$ cat config.mk
export PLATFORM = sky130hd
export DESIGN_NAME = uart_rx_8n1
export DESIGN_NICKNAME = d
export VERILOG_FILES = /design/src/rtl/uart_pkg.sv /design/src/rtl/sync_2ff.sv /design/src/rtl/uart_rx_8n1.sv
export SDC_FILE = /design/constraint.sdc
export NUM_CORES = 1
export LEC_CHECK = 0
export BUFFER_PORTS_ARGS = -buffer_cell sky130_fd_sc_hd__buf_2
export CAP_MARGIN = 25
export CORE_UTILIZATION = 52
export CTS_CLUSTER_SIZE = 24
export DETAILED_ROUTE_END_ITERATION = 10
export GPL_TIMING_DRIVEN = 0
export PLACE_DENSITY = 0.74
export SLEW_MARGIN = 30
export SYNTH_ARGS = -nofsm -noshare
export SYNTH_HDL_FRONTEND = slang
export SYNTH_SLANG_ARGS = --single-unit
export TNS_END_PERCENT = 30
$ cat constraint.sdc
create_clock -name clk -period 2.1 [get_ports clk]
set_clock_uncertainty 0.05 [all_clocks]
set_input_delay 0.21 -clock clk [delete_from_list [all_inputs] [get_ports clk]]
set_output_delay 0.21 -clock clk [all_outputs]
set_load 0.005 [all_outputs]
$ cat src/rtl/uart_pkg.sv
// Shared UART definitions: receiver states, frame size and baud divisor helper.
package uart_pkg;

  typedef enum logic [2:0] {
    IDLE,
    START,
    DATA,
    STOP,
    BREAK
  } rx_state_t;

  localparam int unsigned DATA_BITS = 8;

  // Clock cycles per bit, rounded to the nearest integer.
  function automatic int unsigned clks_per_bit(input int unsigned freq, input int unsigned baud);
    return (freq + baud / 2) / baud;
  endfunction

endpackage

$ cat src/rtl/sync_2ff.sv
// Two-flop synchronizer for a single asynchronous input, reset to RST_VAL.
module sync_2ff #(
  parameter logic RST_VAL = 1'b1
) (
  input  logic clk,
  input  logic rst_n,
  input  logic d_i,
  output logic q_o
);

  logic meta_q;
  logic sync_q;

  // Two back-to-back flops give the metastable first stage a full cycle to settle.
  always_ff @(posedge clk or negedge rst_n) begin
    if (!rst_n) begin
      meta_q <= RST_VAL;
      sync_q <= RST_VAL;
    end else begin
      meta_q <= d_i;
      sync_q <= meta_q;
    end
  end

  assign q_o = sync_q;

endmodule

$ cat src/rtl/uart_rx_8n1.sv
// 8N1 UART receiver with a one-entry hold register on a valid/ready interface.
module uart_rx_8n1
  import uart_pkg::*;
#(
  parameter int unsigned CLK_FREQ_HZ = 28_500_000,
  parameter int unsigned BAUD        = 115_200
) (
  input  logic                 clk,
  input  logic                 rst_n,
  input  logic                 rx_i,
  output logic [DATA_BITS-1:0] data_o,
  output logic                 valid_o,
  input  logic                 ready_i,
  output logic                 frame_err_o,
  output logic                 overrun_o,
  output logic                 busy_o
);

  localparam int unsigned CLKS_PER_BIT = clks_per_bit(CLK_FREQ_HZ, BAUD);
  localparam int unsigned HALF         = CLKS_PER_BIT / 2;
  localparam int unsigned CNT_W        = $clog2(CLKS_PER_BIT);
  localparam int unsigned BIT_W        = $clog2(DATA_BITS);

  localparam logic [CNT_W-1:0] CNT_HALF = CNT_W'(HALF - 1);
  localparam logic [CNT_W-1:0] CNT_LAST = CNT_W'(CLKS_PER_BIT - 1);
  localparam logic [BIT_W-1:0] BIT_LAST = BIT_W'(DATA_BITS - 1);

  // Too few cycles per bit leaves no room for a mid-bit sample point.
  if (CLKS_PER_BIT < 4) begin : g_bad_divisor
    $error("uart_rx_8n1: CLKS_PER_BIT must be >= 4");
  end

  logic rx_s;

  sync_2ff #(
    .RST_VAL (1'b1)
  ) u_sync (
    .clk   (clk),
    .rst_n (rst_n),
    .d_i   (rx_i),
    .q_o   (rx_s)
  );

  rx_state_t            state_q, state_d;
  logic [CNT_W-1:0]     cnt_q, cnt_d;
  logic [BIT_W-1:0]     bit_q, bit_d;
  logic [DATA_BITS-1:0] shift_q, shift_d;
  logic [DATA_BITS-1:0] data_q, data_d;
  logic                 valid_q, valid_d;
  logic                 ferr_q, ferr_d;
  logic                 ovr_q, ovr_d;
  logic                 busy_q, busy_d;
  logic                 byte_done_c;

  // Next-state: frame sequencing, then hold-register update on byte completion.
  always_comb begin
    state_d     = state_q;
    cnt_d       = cnt_q;
    bit_d       = bit_q;
    shift_d     = shift_q;
    data_d      = data_q;
    valid_d     = valid_q;
    ferr_d      = 1'b0;
    ovr_d       = 1'b0;
    byte_done_c = 1'b0;

    if (valid_q && ready_i) begin
      valid_d = 1'b0;
    end

    case (state_q)
      IDLE: begin
        if (!rx_s) begin
          state_d = START;
          cnt_d   = '0;
        end
      end
      START: begin
        if (cnt_q == CNT_HALF) begin
          cnt_d   = '0;
          bit_d   = '0;
          state_d = rx_s ? IDLE : DATA;
        end else begin
          cnt_d = cnt_q + CNT_W'(1);
        end
      end
      DATA: begin
        if (cnt_q == CNT_LAST) begin
          cnt_d          = '0;
          shift_d[bit_q] = rx_s;
          if (bit_q == BIT_LAST) begin
            state_d = STOP;
          end else begin
            bit_d = bit_q + BIT_W'(1);
          end
        end else begin
          cnt_d = cnt_q + CNT_W'(1);
        end
      end
      STOP: begin
        if (cnt_q == CNT_LAST) begin
          cnt_d = '0;
          if (rx_s) begin
            byte_done_c = 1'b1;
            state_d     = IDLE;
          end else begin
            ferr_d  = 1'b1;
            state_d = BREAK;
          end
        end else begin
          cnt_d = cnt_q + CNT_W'(1);
        end
      end
      BREAK: begin
        if (rx_s) begin
          state_d = IDLE;
        end
      end
      default: begin
        state_d = IDLE;
        cnt_d   = '0;
      end
    endcase

    // A load wins over a same-cycle consume; a full, unconsumed register drops the byte.
    if (byte_done_c) begin
      if (!valid_q || ready_i) begin
        data_d  = shift_q;
        valid_d = 1'b1;
      end else begin
        ovr_d = 1'b1;
      end
    end

    busy_d = (state_d != IDLE);
  end

  // State and output registers.
  always_ff @(posedge clk or negedge rst_n) begin
    if (!rst_n) begin
      state_q <= IDLE;
      cnt_q   <= '0;
      bit_q   <= '0;
      shift_q <= '0;
      data_q  <= '0;
      valid_q <= 1'b0;
      ferr_q  <= 1'b0;
      ovr_q   <= 1'b0;
      busy_q  <= 1'b0;
    end else begin
      state_q <= state_d;
      cnt_q   <= cnt_d;
      bit_q   <= bit_d;
      shift_q <= shift_d;
      data_q  <= data_d;
      valid_q <= valid_d;
      ferr_q  <= ferr_d;
      ovr_q   <= ovr_d;
      busy_q  <= busy_d;
    end
  end

  assign data_o      = data_q;
  assign valid_o     = valid_q;
  assign frame_err_o = ferr_q;
  assign overrun_o   = ovr_q;
  assign busy_o      = busy_q;

endmodule

Word-level counts from Yosys, hierarchy flattened
Cells that the tools add are included.
- reductions and logical operators: 12
- equal/unequal tests: 11
- muxes and demuxes: 31
- bitwise operators: 1
- add/sub/neg operators: 2
- $lt $le $gt $ge: 2
- operator list (operator ; count):
    one-hot mux 8 bit (4 select lines) ; 1
    2-to-1 mux 3 bit ; 10
    2-to-1 mux 8 bit ; 3
    one-hot mux 3 bit (5 select lines) ; 1
    2-to-1 mux 1 bit ; 12
    adder 8 x 1 -> 8 bit, second input constant ; 1
    bitwise mux 8 bit ; 1
    equality test 8 x 7 -> 1 bit, second input constant ; 1
    equality test 8 bit, second input constant ; 1
    inequality test 2 bit, second input constant ; 4
    equality test 3 x 2 -> 1 bit, second input constant ; 2
    equality test 3 bit, second input constant ; 2
    one-hot mux 3 bit (2 select lines) ; 1
    AND reduction 2 bit ; 3
    < comparator 3 x 4 -> 1 bit, second input constant ; 1
    AND reduction 4 bit ; 1
    adder 3 x 1 -> 3 bit, second input constant ; 1
    demux 1 bit (select 3 bit) ; 1
    equality test 3 x 1 -> 1 bit, second input constant ; 1
    greater-or-equal comparator 3 x 1 -> 1 bit, second input constant ; 1
    logical NOT 3 bit ; 1
    nonzero test 3 bit ; 1
    logical AND 1 bit ; 2
    2-to-1 mux 2 bit ; 1
    other kinds (5) ; 5
- register bits after elaboration: 36
- input port bits: 4
- logic and storage cells: 70

Longest topological paths before layout
- depth in word-level cells: 5
- mapped depth: 7
- depth with buffers taken out: 6

Hierarchy
From an unflattened synthesis, not the netlist that was laid out.
- cells, all modules: 162
- area, all modules: 1767.9 um^2
- by module, submodules not included (module ; area each (um^2) ; sequential area each (um^2) ; instances ; cells an instance):
    uart_rx_8n1 ; 1715.4 ; 850.8 ; 1 ; 160
    sync_2ff ; 52.6 ; 52.6 ; 1 ; 2

Worst setup path before layout
Ideal clock, no wire load.
- path kind: register -> register
- start: register state_q[2]
- end: register shift_q[5]
- cell stages (with the launch flop): 6
- path buffers: 1
- period minus slack after synthesis: 2.018 ns
- setup time: 0.125 ns
- path slack: 0.082 ns
- data arrival time: 1.843 ns
- cells stage by stage: dfrtp_1 > buf_6 > or3b_4 > or4_4 > nor3b_2 > mux2_2
- longest elaborated chain between the ends: 2
- RTL lines (what ; RTL line ; source):
    from (decl) ; uart_rx_8n1.sv:44 ; rx_state_t state_q, state_d;
    from (signal assigned) ; uart_rx_8n1.sv:151 ; state_q <= state_d;
    equality test 3 x 2 -> 1 bit ; uart_rx_8n1.sv:71 ; case (state_q)
    AND reduction 2 bit (no source line) ; n/a ;
    to (signal assigned) ; uart_rx_8n1.sv:154 ; shift_q <= shift_d;
    to (decl) ; uart_rx_8n1.sv:47 ; logic [DATA_BITS-1:0] shift_q, shift_d;
No other way between the ends.
A chain may end at the register's enable or synchronous reset.

Worst setup path in the final report
- start: register cnt_q[3]
- end: register cnt_q[4]
- longest elaborated chain between the ends: 3
- elaborated cells on any way between the ends: 6
- classes of those cells: 1 x add/sub; 2 x eq/ne; 3 x mux
- RTL lines (what ; RTL line ; source):
    from (decl) ; uart_rx_8n1.sv:45 ; logic [CNT_W-1:0] cnt_q, cnt_d;
    from (signal assigned) ; uart_rx_8n1.sv:152 ; cnt_q <= cnt_d;
    adder 8 x 1 -> 8 bit, or another cell as far along ; uart_rx_8n1.sv:84, uart_rx_8n1.sv:97, uart_rx_8n1.sv:111 ;
    2-to-1 mux 8 bit, on equally long branches ; uart_rx_8n1.sv:88, uart_rx_8n1.sv:101, uart_rx_8n1.sv:79 ;
    one-hot mux 8 bit (4 select lines) (*) ; uart_rx_8n1.sv:71 ;
Every way passes the cells marked *; elsewhere a longest branch is shown, timed or not.

==> results.json <==
{
  "core_area_um2": 3130,
  "fillCellCount": 248,
  "fmax_mhz": 479,
  "ant_nets": 0,
  "clock_latency_ns": 0.34,
  "hold_class": "primary input to flop",
  "row_count": 20,
  "cts_tree": "yes",
  "dpl_cell_area_um2": 1900,
  "avgSynthCellArea_um2": 11.1,
  "synth_top_area_share_pct": 48.2,
  "die_area_um2": 3630,
  "route.layer.met1.wl_um": 1460,
  "design_area_um2": 2030,
  "cts_buffers": 5,
  "pin_count": 16,
  "synth_warnings": 0,
  "clkTransAtPathRegs_ns": 0.11,
  "synth-seq-area-share_pct": 51.1,
  "ctsLongestPathBuffers": 2,
  "max_slew_margin_pct": 47.5,
  "utilization_pct": 64.8,
  "cp-start-kind": "flop",
  "cts.htree.levels": 2,
  "drive_above_1_share_pct": 32.1,
  "synth_edf_count": 0,
  "syn_nets": 167,
  "routed_via_density": 5.57,
  "antenna_found_initial": 0,
  "fin_nets": 194,
  "cp.required_ns": 2.27,
  "netlist_instances": 159,
  "grt.total_usage_pct": 20.3,
  "met3_length_um": 145,
  "reg2regPathDepth": 5,
  "wl_met2_um": 1620,
  "status": "completed",
  "diodes": 0,
  "drt_iter0_markers": 59,
  "netlist_area_um2": 1770,
  "max_cap_violations": 0,
  "maxSlewViolCount": 0,
  "setup_violations": 0,
  "crit_type": "flop to flop",
  "ir_drop_mv": 0.392,
  "worstMarginPinSlew_ns": 0.788,
  "min_period_ns": 2.09,
  "critPathMaxFanout": 8,
  "wire_per_inst_um": 14.4,
  "synth-main-ff-cell": "dfrtp_1",
  "routed_wl_um": 3320,
  "cts-root-buf": "clkbuf_4",
  "fin_setup_tns_ns": 0,
  "grt_setup_unrepaired": "true",
  "overflow": 0,
  "place_congestion": 0.836,
  "cts.sink_count": 36,
  "p_leak_nw": 0.950,
  "end_kind": "flop",
  "arrival_ns": 2.26,
  "die_h_um": 60.3,
  "grt_pass1_wl_um": 5270,
  "async_flop_share_pct": 100,
  "top_layer_used": "met4",
  "grt_max_degree": 37,
  "yosys-top-cells-area": "dfrtp_1 (48%), mux2_2 (10%), dfstp_2 (3.0%), nand2_1 (3.0%), ha_1 (2.8%)",
  "start_util_pct": 56.5,
  "die_w_um": 60.3,
  "dr_total_vias": 1286,
  "drc": 0,
  "hold_depth": 3,
  "synthTopCellsByCount": "dfrtp_1 (34), mux2_2 (16), nand2_1 (14)",
  "io_buffers": 15,
  "first_pass_iters": 4,
  "syn_to_final_growth_pct": 14.7,
  "yosys.area.top_type": "dfrtp_1",
  "dp.final_hpwl_um": 2210,
  "yosysMostFrequentCell": "dfrtp_1",
  "grt_pass1_vias": 1149,
  "yosysUniqueCellTypes": 44,
  "synth-seq-cells": 36,
  "final.period_utilization_pct": 99.4,
  "power_density_nw_per_um2": 547,
  "hold_violations": 0
}
metal layers:
layer | vias to the layer above | global-route usage (%)
met5 | - | 0
met4 | 0 | 12.6
met3 | 11 | 4.98
met2 | 36 | 30.8
met1 | 609 | 25.8
li1 | 630 | -
final cells by class:
type                    instances  area, µm²  share of cell area, %
plain buffers                   5       22.5                   1.11
clock buffers                   8       58.8                   2.90
inverters                       5       18.8                  0.926
multi-input cells             111        833                   41.1
flip-flops and latches         36        906                   44.7
well taps                      44       55.1                   2.72
repair buffers                 22        133                   6.54
repair_timing:
item | CTS | global route
hold buffers | 2 | 0
buffers inserted | 5 | 0
resized for setup | 5 | 5
hold endpoints to repair | 35 | 0
setup endpoints to repair | 13 | 19
pin swaps | 3 | 0
placed cells by master, fill, tap and decap left out, types with 2 or more instances in the layout:
| master | instances |
|---|---|
| inv_1 | 5 |
| nand2_1 | 14 |
| nor3b_2 | 2 |
| o21ai_0 | 5 |
| dfrtp_1 | 32 |
| dfrtp_2 | 2 |
| a221o_1 | 3 |
| clkbuf_1 | 3 |
| a211o_1 | 2 |
| dlygate4sd3_1 | 2 |
| dfstp_2 | 2 |
| clkbuf_4 | 5 |
| nand2b_1 | 4 |
| nor3_1 | 5 |
| buf_2 | 17 |
| a22o_1 | 2 |
| a211oi_1 | 2 |
| buf_4 | 5 |
| nor2_1 | 11 |
| nand3_1 | 4 |
| ha_1 | 3 |
| and2_1 | 4 |
| o22a_1 | 2 |
| nand3b_1 | 3 |
| mux2_2 | 15 |
| nor4b_1 | 2 |
| a21oi_1 | 4 |
| o31ai_1 | 3 |
state kept, by name, summed over array words and instances (netlist names):
signal         flops
u_sync.q_o         1
bit_q              3
frame_err_o        1
u_sync.meta_q      1
busy_o             1
overrun_o          1
data_o             8
shift_q            8
state_q            3
valid_o            1
cnt_q              8
critical path, cell delays in order, from the launching register on:
cell	delay (ns)
dfrtp_1	0.47
nand3b_1	0.25
buf_4	0.20
o21ai_1	0.43
nand2_1	0.22
a221o_1	0.34
power breakdown:
part / internal (mW) / leakage [nW] / switching [mW]
Combinational: 0.00549 / 0.443 / 0.0172
Clock: 0.165 / 0.0326 / 0.222
Sequential: 0.696 / 0.474 / 0.00260
Total: 0.867 / 0.950 / 0.241
kinds of logic after synthesis:
group | count (synthesis) | share of synthesized area, %
mux | 17 | 10.8
buf+inv | 12 | 3.33
flops | 36 | 51.1
fa+ha+maj | 4 | 2.83
simple gates | 61 | 19.8
xor+xnor | 1 | 0.496
compound gates | 28 | 11.7
final timing paths:
path | start | to | slack [ns]
setup / recovery | cnt_q[3] | cnt_q[4] | 0.01
hold / removal | ready_i | valid_o | 0.11
setup reg to reg | cnt_q[3] | cnt_q[4] | 0.01
hold reg to reg | u_sync.meta_q | u_sync.q_o | 0.31
max in group asynchronous | rst_n | state_q[2] | 1.02
min in group asynchronous | rst_n | busy_o | 0.42
metrics by stage:
step / power [mW] / hold WS (ns) / worst slack, ns / instances
2_1_floorplan: 0.715 / -0.136 / 0.0819 / 159
3_3_place_gp: 0.732 / 0.266 / -0.0340 / 218
3_5_place_dp: 0.733 / 0.271 / -0.104 / 218
4_1_cts: 1.12 / 0.102 / 0.0466 / 231
5_1_grt: 1.15 / 0.162 / -0.0543 / 231
6_report: 1.11 / 0.110 / 0.0125 / 231
No activity file was read; power rests on OpenSTA's default activity.
